==> src/rtl/sram_port_arbiter_pkg.sv <==
// Shared definitions for the SRAM port arbiter.
//   state_e        : FSM state encoding (3 bits)
//   NOP_INST_DEF   : instruction handed to IF when MEM owns the port
//   IO_BASE_DEF    : first address that belongs to IO space, not SRAM
//   RAM_AW_DEF     : default SRAM address width
//   WR_PULSE_DEF   : default number of cycles we_n is held low
package sram_port_arbiter_pkg;

  typedef enum logic [2:0] {
    ST_IDLE = 3'd0,
    ST_RD_I = 3'd1,
    ST_RD_D = 3'd2,
    ST_WR_S = 3'd3,
    ST_WR_P = 3'd4,
    ST_WR_H = 3'd5
  } state_e;

  localparam logic [15:0] NOP_INST_DEF = 16'h0800;
  localparam logic [15:0] IO_BASE_DEF  = 16'hBF00;
  localparam int unsigned RAM_AW_DEF   = 18;
  localparam int unsigned WR_PULSE_DEF = 1;

  // True for the three phases of a store (setup, pulse, hold).
  function automatic logic is_wr_state(input state_e s);
    return (s == ST_WR_S) || (s == ST_WR_P) || (s == ST_WR_H);
  endfunction

endpackage

==> src/rtl/sram_port_arbiter.sv <==
// Arbitrates the single 16-bit SRAM port between instruction fetch (IF) and
// the MEM stage, and sequences the SRAM read/write strobes.
//
// Ports:
//   clk, rst                 : clock, asynchronous active-low reset
//   if_req/if_addr           : fetch request (level) and address
//   if_inst/if_valid         : fetched instruction (registered) and 1-cycle valid
//   mem_rd/mem_wr            : load / store requests (level)
//   mem_addr/mem_wdata       : load/store address and store data
//   mem_rdata/mem_done       : load data (registered) and 1-cycle completion
//   mem_conflict             : MEM holds or wants the SRAM; IF must stall / take a nop
//   io_sel                   : MEM access targets IO space; not routed to SRAM
//   ram_addr/ram_dout/ram_din: SRAM address, write data, read data
//   ram_doe                  : enable for the external tristate driving ram_dout
//   ram_ce_n/oe_n/we_n       : SRAM strobes, active-low
module sram_port_arbiter
  import sram_port_arbiter_pkg::*;
#(
  parameter logic [15:0] IO_BASE  = IO_BASE_DEF,
  parameter int unsigned RAM_AW   = RAM_AW_DEF,
  parameter int unsigned WR_PULSE = WR_PULSE_DEF,
  parameter logic [15:0] NOP_INST = NOP_INST_DEF
) (
  input  logic              clk,
  input  logic              rst,
  input  logic              if_req,
  input  logic [15:0]       if_addr,
  output logic [15:0]       if_inst,
  output logic              if_valid,
  input  logic              mem_rd,
  input  logic              mem_wr,
  input  logic [15:0]       mem_addr,
  input  logic [15:0]       mem_wdata,
  output logic [15:0]       mem_rdata,
  output logic              mem_done,
  output logic              mem_conflict,
  output logic              io_sel,
  output logic [RAM_AW-1:0] ram_addr,
  output logic [15:0]       ram_dout,
  input  logic [15:0]       ram_din,
  output logic              ram_doe,
  output logic              ram_ce_n,
  output logic              ram_oe_n,
  output logic              ram_we_n
);

  state_e      state_q, state_d;
  logic [15:0] addr_q, addr_d;
  logic [15:0] wdata_q, wdata_d;
  logic [2:0]  cnt_q, cnt_d;
  logic [15:0] if_inst_q, if_inst_d;
  logic [15:0] mem_rdata_q, mem_rdata_d;
  logic        if_valid_q, if_valid_d;
  logic        mem_done_q, mem_done_d;

  logic mem_in_ram;
  logic mem_ram;

  // IO-space accesses are handled elsewhere; the arbiter never sees them.
  assign mem_in_ram   = (mem_addr < IO_BASE);
  assign mem_ram      = (mem_rd | mem_wr) & mem_in_ram;
  assign io_sel       = (mem_rd | mem_wr) & ~mem_in_ram;
  assign mem_conflict = mem_ram | (state_q == ST_RD_D) | is_wr_state(state_q);

  always_ff @(posedge clk or negedge rst) begin
    if (!rst) begin
      state_q     <= ST_IDLE;
      addr_q      <= '0;
      wdata_q     <= '0;
      cnt_q       <= '0;
      if_inst_q   <= NOP_INST;
      mem_rdata_q <= '0;
      if_valid_q  <= 1'b0;
      mem_done_q  <= 1'b0;
    end else begin
      state_q     <= state_d;
      addr_q      <= addr_d;
      wdata_q     <= wdata_d;
      cnt_q       <= cnt_d;
      if_inst_q   <= if_inst_d;
      mem_rdata_q <= mem_rdata_d;
      if_valid_q  <= if_valid_d;
      mem_done_q  <= mem_done_d;
    end
  end

  always_comb begin
    state_d     = state_q;
    addr_d      = addr_q;
    wdata_d     = wdata_q;
    cnt_d       = cnt_q;
    if_inst_d   = if_inst_q;
    mem_rdata_d = mem_rdata_q;
    if_valid_d  = 1'b0;
    mem_done_d  = 1'b0;

    unique case (state_q)
      ST_IDLE: begin
        // Store beats load beats fetch; the op is implied by the next state,
        // and address/data are frozen here for the whole transaction.
        if (mem_wr && mem_in_ram) begin
          state_d = ST_WR_S;
          addr_d  = mem_addr;
          wdata_d = mem_wdata;
        end else if (mem_rd && mem_in_ram) begin
          state_d = ST_RD_D;
          addr_d  = mem_addr;
        end else if (if_req) begin
          state_d = ST_RD_I;
          addr_d  = if_addr;
        end
      end
      ST_RD_I: begin
        if_inst_d  = ram_din;
        if_valid_d = 1'b1;
        state_d    = ST_IDLE;
      end
      ST_RD_D: begin
        mem_rdata_d = ram_din;
        mem_done_d  = 1'b1;
        state_d     = ST_IDLE;
      end
      ST_WR_S: begin
        // Counter holds the remaining pulse cycles after the current one.
        cnt_d   = 3'(WR_PULSE - 1);
        state_d = ST_WR_P;
      end
      ST_WR_P: begin
        if (cnt_q == 3'd0) begin
          state_d = ST_WR_H;
        end else begin
          cnt_d = cnt_q - 3'd1;
        end
      end
      ST_WR_H: begin
        mem_done_d = 1'b1;
        state_d    = ST_IDLE;
      end
      default: state_d = ST_IDLE;
    endcase
  end

  // Strobes decode straight from the state register so an asynchronous
  // reset releases the bus immediately.
  assign ram_ce_n = (state_q == ST_IDLE) || !((state_q == ST_RD_I) ||
                    (state_q == ST_RD_D) || is_wr_state(state_q));
  assign ram_oe_n = !((state_q == ST_RD_I) || (state_q == ST_RD_D));
  assign ram_we_n = (state_q != ST_WR_P);
  assign ram_doe  = is_wr_state(state_q);

  assign ram_addr  = {{(RAM_AW-16){1'b0}}, addr_q};
  assign ram_dout  = wdata_q;
  assign if_inst   = if_inst_q;
  assign if_valid  = if_valid_q;
  assign mem_rdata = mem_rdata_q;
  assign mem_done  = mem_done_q;

endmodule

==> config.mk <==
export PLATFORM = sky130hd
export DESIGN_NAME = sram_port_arbiter
export DESIGN_NICKNAME = d
export VERILOG_FILES = /design/src/rtl/sram_port_arbiter_pkg.sv /design/src/rtl/sram_port_arbiter.sv
export SDC_FILE = /design/constraint.sdc
export NUM_CORES = 1
export LEC_CHECK = 0
export ABC_AREA = 1
export BUFFER_PORTS_ARGS = -buffer_cell sky130_fd_sc_hd__buf_4
export CORE_MARGIN = 2
export CORE_UTILIZATION = 40
export CTS_CLUSTER_SIZE = 20
export DETAILED_ROUTE_END_ITERATION = 16
export PLACE_DENSITY = 0.83
export SLEW_MARGIN = 30
export SYNTH_ARGS = -nofsm -noshare
export SYNTH_HDL_FRONTEND = slang
export SYNTH_SLANG_ARGS = --single-unit
export TNS_END_PERCENT = 50
==> constraint.sdc <==
create_clock -name clk -period 1.37 [get_ports clk]
set_input_delay 0.0685 -clock clk [delete_from_list [all_inputs] [get_ports clk]]
set_output_delay 0.0685 -clock clk [all_outputs]
set_load 0.03 [all_outputs]
==> results of run 1 <==
-- metrics by stage --
stage | setup TNS (ps) | hold slack, ps | worst slack [ps] | instances
after detailed placement | 0 | 24.6 | 12.6 | 616
after global placement | 0 | 18.1 | 91.4 | 616
after global routing | -6100 | 1.02 | -263 | 668
after CTS | -646 | 1.32 | -172 | 658
after floorplan | -27.7 | -227 | -27.7 | 378
final | -3620 | 4.62 | -184 | 668
-- final cells by class --
class	count	area share (%)
Inverter	45	3.23
Clock inverter	6	1.72
Clock buffer	10	2.59
Sequential cell	72	34.0
Tap cell	105	2.47
Timing Repair Buffer	190	31.1
Multi-Input combinational cell	240	24.9
-- state kept, by name, summed over array words and instances (netlist names) --
name	flops
mem_rdata	16
if_valid	1
ram_dout	16
if_inst	16
state_q	3
cnt_q	3
mem_done	1
addr_q	16
-- worst paths after layout --
kind                                        startpoint  cells past startpoint                        end
worst max-delay path            state_q[2]$_DFFE_PN0P_                      7               mem_conflict
worst min-delay path                       ram_din[10]                      3  mem_rdata[10]$_DFFE_PN0P_
worst max register to register  state_q[2]$_DFFE_PN0P_                      7   ram_dout[14]$_DFFE_PN0P_
worst min register to register   addr_q[2]$_DFFE_PN0P_                      2      addr_q[2]$_DFFE_PN0P_
max in group asynchronous                          rst                      3   ram_dout[14]$_DFFE_PN0P_
min in group asynchronous                          rst                      2  mem_rdata[12]$_DFFE_PN0P_
-- worst min-delay path: cells and delay by family --
kind            cells  cell delay, ps
buf+inv             2             160
compound gates      1              80
-- cells in the mapped netlist (all sizes together) --
library cell / instances
dfrtp: 71
nand3b: 1
buf: 13
nand4: 18
a21oi: 2
nand2: 143
inv: 45
dfstp: 1
conb: 1
nor3: 2
clkbuf: 8
ha: 2
nor2: 8
o21ai: 52
nand3: 8
or2: 1
a21boi: 1
-- routing by layer --
layer / global-route usage [%] / vias up
met5: 0 / -
met4: 4.47 / 0
met3: 6.07 / 11
met2: 34.4 / 117
met1: 23.7 / 1493
li1: - / 1541
-- repair_timing --
item,CTS,global route
pin swaps,5,7
setup endpoints to repair,6,38
gates resized for setup,25,59
setup buffers,4,6
endpoints found under the hold margin,77,1
gates cloned,0,4
hold buffers,22,1
-- power breakdown --
| part | leakage, nW | switching (mW) | internal (mW) | total [mW] |
|---|---|---|---|---|
| registers | 0.893 | 0.727 | 3.14 | 3.86 |
| clock network | 0.117 | 0.833 | 1.08 | 1.92 |
| logic | 1.85 | 4.47 | 3.06 | 7.53 |
-- kinds of logic (layout without fill, tap and decap cells) --
kind of cell / count (synthesis) / in the layout / share of synthesized area, %
AND/OR/NAND/NOR: 181 / 181 / 24.6
flip-flops: 72 / 72 / 55.0
buffers and inverters: 66 / 251 / 10.7
AO/OA/AOI/OAI: 55 / 55 / 8.82
adder cells (fa/ha/maj): 2 / 2 / 0.764
other: 1 / 2 / 0.114
==> flow_metrics.env, run 1 <==
export IMPL_run_status="finished, violations left"
export IMPL_failing_checks="setup timing"
export IMPL_die_y_microns=94.5
export IMPL_cts_h_tree_depth=3
export IMPL_die_area_sq_um=8930
export IMPL_route_met3_wl_microns=552
export IMPL_ir_drop_worst_vdd_uv=1360
export IMPL_ys_warnings_count=0
export IMPL_critical_path_class="reg -> out"
export IMPL_finalNetCount=629
export IMPL_die_w_microns=94.5
export IMPL_grt_max_degree=34
export IMPL_most_frequent_standard_cell_in_the_layout_excluding_fill_and_tap_cells="buf_4"
export IMPL_finalMaxSlewViolations=0
export IMPL_rsz_0062_raised_after_global_routing="true"
export IMPL_crit_arrival_ps=1490
export IMPL_antenna_violating_nets_post_route=0
export IMPL_fraction_of_the_yosys_area_taken_by_sequential_cells_pct=55.0
export IMPL_timing_final_crit_period_ps=1550
export IMPL_layout_core_utilization_pct=65.6
export IMPL_met2WireLength_microns=4700
export IMPL_placed_area_sq_um=4470
export IMPL_clock_tree_from_tritoncts="built"
export IMPL_drt_wirelength_per_cell_microns=13.7
export IMPL_io_pins=143
export IMPL_critical_path_cell_chain="buf_12 > inv_2 > nand3_2 > nand3_4 > nor2_2 > nand2_1 > buf_6"
export IMPL_dr_first_iter_drc_count=161
export IMPL_avgViaCountPerCell=4.73
export IMPL_route_layer_met1_wl_microns=3840
export IMPL_placeableCoreArea_sq_um=8090
export IMPL_netlist_area_sq_um=3280
export IMPL_ratio_of_final_minimum_period_to_clock_period_pct=113
export IMPL_start_util_pct=40.5
export IMPL_setup_worst_path_start_class="register"
export IMPL_crit_buf_inv=3
export IMPL_layout_cells_most_common_list="buf_4 (147), nand2_1 (120), dfrtp_1 (68)"
export IMPL_finalInstanceArea_sq_um=5310
export IMPL_totalPowerFinal_mw=13.3
export IMPL_power_per_cell_area_nw_per_um2=2510
export IMPL_numCtsBuffers=9
export IMPL_buffer_ports_inserted=140
export IMPL_grt_pass1_wl_microns=13600
export IMPL_fillCellCount=638
export IMPL_n_antenna_cell=0
export IMPL_layout_area_seq_sq_um=1810
export IMPL_p_leak_nw=2.86
export IMPL_cts_root_buffer="clkbuf_8"
export IMPL_finalWeightedCongestion=0.797
export IMPL_grt_antenna_before_repair=0
export IMPL_synth_top_cell_by_area="dfrtp_1"
export IMPL_placement_rows=33
export IMPL_route_final_wire_length_microns=9170
export IMPL_yosysTopAreaCellShare_pct=54.2
export IMPL_path_delay_family="flip-flops"
export IMPL_setup_ws_ps=-184
export IMPL_clock_path_buffers=2
export IMPL_areaGrowthSynthToFinish_pct=62.2
export IMPL_hold_viol_final=0
export IMPL_synthDistinctLibCells=32
export IMPL_fmax_mhz=644
export IMPL_global_route_overflow_total=0
export IMPL_synth_seq_cells=72
export IMPL_critical_path_max_stage_delay_ps=470
export IMPL_slack_of_the_worst_reg_to_reg_path_ps=-150
export IMPL_drc=0
export IMPL_worstPathMaxFanout=4
export IMPL_cts_sinks=72
export IMPL_hold_path_class="in -> reg"
export IMPL_clock_latency_of_the_later_clocked_register_in_the_worst_skew_pair_ps=350
export IMPL_dpl_hpwl_microns=5850
export IMPL_critPathRequiredTime_ps=1300
export IMPL_dr_total_vias=3162
export IMPL_first_pass_iters=4
export IMPL_setup_violations=37
export IMPL_topRoutingLayerUsed="met4"
export IMPL_maxCapViolations=0
export IMPL_first_global_vias=2975
export IMPL_grt_total_usage_pct=19.6
export IMPL_clk_pin_slew_ps=90
export IMPL_timing_critical_path_slowest_stage_cell="dfrtp_2"
export IMPL_synthesis_instances=377
export IMPL_final_layout_size_suffix_gt1_share_pct=42.5
export IMPL_synth_area_per_cell_sq_um=8.69
export IMPL_multi_input_area_sq_um=1320
export IMPL_crit_path_end_kind="output port"
export IMPL_fin_worst_skew_ps=11.7
export IMPL_synth_top_cells_by_area="dfrtp_1 (54%), nand2_1 (16%), o21ai_0 (7.8%), inv_1 (4.8%), nand4_1 (3.2%)"
No activity file was read; power rests on OpenSTA's default activity.
==> run 2: changes to the inputs <==
--- a/config.mk
+++ b/config.mk
@@ -5,7 +5,6 @@
 export SDC_FILE = /design/constraint.sdc
 export NUM_CORES = 1
 export LEC_CHECK = 0
-export ABC_AREA = 1
 export BUFFER_PORTS_ARGS = -buffer_cell sky130_fd_sc_hd__buf_4
 export CORE_MARGIN = 2
 export CORE_UTILIZATION = 40
==> run 2 against run 1 <==
The run still ends with setup timing left. Critical path depth decreased by 1. Sequential power up 1%. Worst hold slack gained 19 ps. Cell area is 6.2% higher. Sequential share of layout area decreased by 2.0 points. Register-to-register slack about the same.
==> flow_metrics.env, run 2 <==
export IMPL_clock_tree_from_tritoncts="built"
export IMPL_die_w_microns=94.4
export IMPL_drc=0
export IMPL_synth_seq_cells=72
export IMPL_placement_rows=32
export IMPL_grt_antenna_before_repair=0
export IMPL_worstPathMaxFanout=5
export IMPL_hold_viol_final=0
export IMPL_io_pins=143
export IMPL_critical_path_class="reg -> reg"
export IMPL_cts_h_tree_depth=3
export IMPL_synth_area_per_cell_sq_um=12.4
export IMPL_clock_latency_of_the_later_clocked_register_in_the_worst_skew_pair_ps=330
export IMPL_number_of_flops_mapped_to_enable_cells_by_yosys=0
export IMPL_cts_sinks=72
export IMPL_route_final_wire_length_microns=9450
export IMPL_run_status="finished, violations left"
export IMPL_synth_xor_area_share_pct=0.268
export IMPL_start_util_pct=41.8
export IMPL_synth_compound_area_share_pct=8.74
export IMPL_power_per_cell_area_nw_per_um2=2550
export IMPL_post_synth_most_frequent_cells="dfrtp_1 (71), mux2_2 (30), nand2_1 (22)"
export IMPL_grt_max_degree=34
export IMPL_hold_path_class="in -> reg"
export IMPL_layout_core_utilization_pct=72.3
export IMPL_placed_area_sq_um=4680
export IMPL_cts_root_buffer="clkbuf_8"
export IMPL_global_route_overflow_total=0
export IMPL_synth_top_cells_by_area="dfrtp_1 (54%), mux2_2 (10%), mux2_4 (4.6%), nand4_1 (3.1%), mux2_1 (2.8%)"
export IMPL_first_global_vias=3089
export IMPL_die_y_microns=94.4
export IMPL_clk_pin_slew_ps=80
export IMPL_maxCapViolations=0
export IMPL_synth_main_ff_cell="dfrtp_1"
export IMPL_crit_arrival_ps=1720
export IMPL_drt_wirelength_per_cell_microns=15.9
export IMPL_die_area_sq_um=8900
export IMPL_synth_most_common_cell="dfrtp_1"
export IMPL_yosysTopAreaCellShare_pct=54.4
export IMPL_dr_total_vias=2932
export IMPL_ir_drop_worst_vdd_uv=1280
export IMPL_fin_worst_skew_ps=6.22
export IMPL_synth_top_family_by_area="multiplexers"
export IMPL_ratio_of_final_minimum_period_to_clock_period_pct=110
export IMPL_numCtsBuffers=9
export IMPL_synthDistinctLibCells=42
export IMPL_dr_first_iter_drc_count=82
export IMPL_synth_simple_gate_area_share_pct=12.4
export IMPL_layout_cells_most_common_list="buf_4 (165), dfrtp_1 (70), dlygate4sd3_1 (47)"
export IMPL_finalMaxSlewViolations=0
export IMPL_setup_ws_ps=-140
export IMPL_r2r_cells=6
export IMPL_placeableCoreArea_sq_um=7810
export IMPL_hold_path_depth=3
export IMPL_fraction_of_the_yosys_area_taken_by_sequential_cells_pct=55.2
export IMPL_rsz_0062_raised_after_global_routing="true"
export IMPL_totalPowerFinal_mw=14.4
export IMPL_clock_path_buffers=2
export IMPL_fmax_mhz=662
export IMPL_ys_warnings_count=0
export IMPL_finalInstanceArea_sq_um=5640
export IMPL_buffer_ports_inserted=140
export IMPL_finalWeightedCongestion=0.803
export IMPL_failing_checks="setup timing"
export IMPL_synth_async_reset_ratio_pct=100
export IMPL_areaGrowthSynthToFinish_pct=72.8
export IMPL_avgViaCountPerCell=4.93
export IMPL_grt_total_usage_pct=21.8
export IMPL_dpl_hpwl_microns=6120
export IMPL_final_layout_size_suffix_gt1_share_pct=54.1
export IMPL_p_leak_nw=2.74
export IMPL_crit_path_end_kind="register"
export IMPL_timing_final_crit_period_ps=1510
export IMPL_synthesis_instances=263
export IMPL_antenna_violating_nets_post_route=0
export IMPL_fillCellCount=515
export IMPL_setup_worst_path_start_class="register"
export IMPL_synthMuxAreaShare_pct=17.7
export IMPL_multi_input_area_sq_um=1430
export IMPL_post_synth_fa_ha_maj_area_fraction_pct=0.766
export IMPL_synth_top_cell_by_area="dfrtp_1"
export IMPL_most_frequent_standard_cell_in_the_layout_excluding_fill_and_tap_cells="buf_4"
export IMPL_critPathRequiredTime_ps=1580
export IMPL_first_pass_iters=4
export IMPL_setup_violations=65
export IMPL_layout_area_seq_sq_um=1800
export IMPL_finalNetCount=558
export IMPL_netlist_area_sq_um=3270
export IMPL_grt_pass1_wl_microns=15000
==> run 2: changes by cell type after synthesis, moves of 5 or more <==
cell / delta
mux2_4: +10
o21ai_0: -49
nand2_1: -119
nand3b_1: +7
o22a_1: +8
a31oi_1: +8
mux2_1: +8
inv_1: -30
mux2_2: +30
a211oi_1: +5
==> run 2: final cells by class <==
cell class | count | share of cell area, %
Multi-Input combinational cell | 161 | 25.4
Clock inverter | 5 | 1.82
Tap cell | 102 | 2.26
Inverter | 12 | 0.798
Antenna cell | 1 | 0.0444
Timing Repair Buffer | 231 | 35.0
Clock buffer | 11 | 2.68
Sequential cell | 72 | 32.0
==> run 2: metal layers <==
metal	routed length (microns)	track usage (%)	up-vias
met3	467	3.75	13
met2	5120	39.9	104
met4	121	7.00	0
li1	-	-	1386
met1	3750	25.9	1429
met5	0	0	-
==> run 2: path summary, 6_finish.rpt <==
| kind | start | end | slack [ps] |
|---|---|---|---|
| setup reg to reg | state_q[1]$_DFFE_PN0P_ | if_inst[7]$_DFFE_PN0N_ | -140 |
| min in group asynchronous | rst | ram_dout[14]$_DFFE_PN0P_ | 200 |
| hold reg to reg | if_inst[15]$_DFFE_PN0N_ | if_inst[15]$_DFFE_PN0N_ | 500 |
| setup / recovery | state_q[1]$_DFFE_PN0P_ | if_inst[7]$_DFFE_PN0N_ | -140 |
| hold / removal | if_addr[4] | addr_q[4]$_DFFE_PN0P_ | 20 |
| max in group asynchronous | rst | state_q[0]$_DFFE_PN0P_ | 640 |
==> run 2: kinds of logic after synthesis <==
logic type | after synthesis
xor+xnor | 1
other cells | 1
mux | 48
buf+inv | 31
fa+ha+maj | 2
simple gates | 73
flops | 72
compound gates | 35
==> run 2: worst max-delay path: stages, from the launching register on <==
cell and delay (ps):
dfrtp_1 410, buf_4 160, buf_4 140, nor2_4 90, buf_12 120, buf_4 140
mux2_2 330
==> run 2: through the flow <==
step,TNS (ps),hold WS (ps),worst slack [ps],instances
global placement,-1750,23.1,-51.7,518
floorplan,-4620,-227,-172,264
CTS,-5350,3.44,-141,594
detailed placement,-4290,28.0,-137,518
global route,-9030,21.7,-180,594
finish,-6180,23.8,-140,595
==> run 2: repair_timing <==
item,CTS,global route
gates resized for setup,28,9
hold endpoints to repair,85,0
buffers inserted,13,0
hold buffers,47,0
cloned,0,0
pin swaps,6,1
endpoints found under the setup margin,70,73
==> run 2: power by group <==
group	switching [mW]	leakage [nW]	internal, mW
logic	4.42	1.76	4.00
clock network	0.779	0.126	1.31
registers	0.697	0.853	3.20
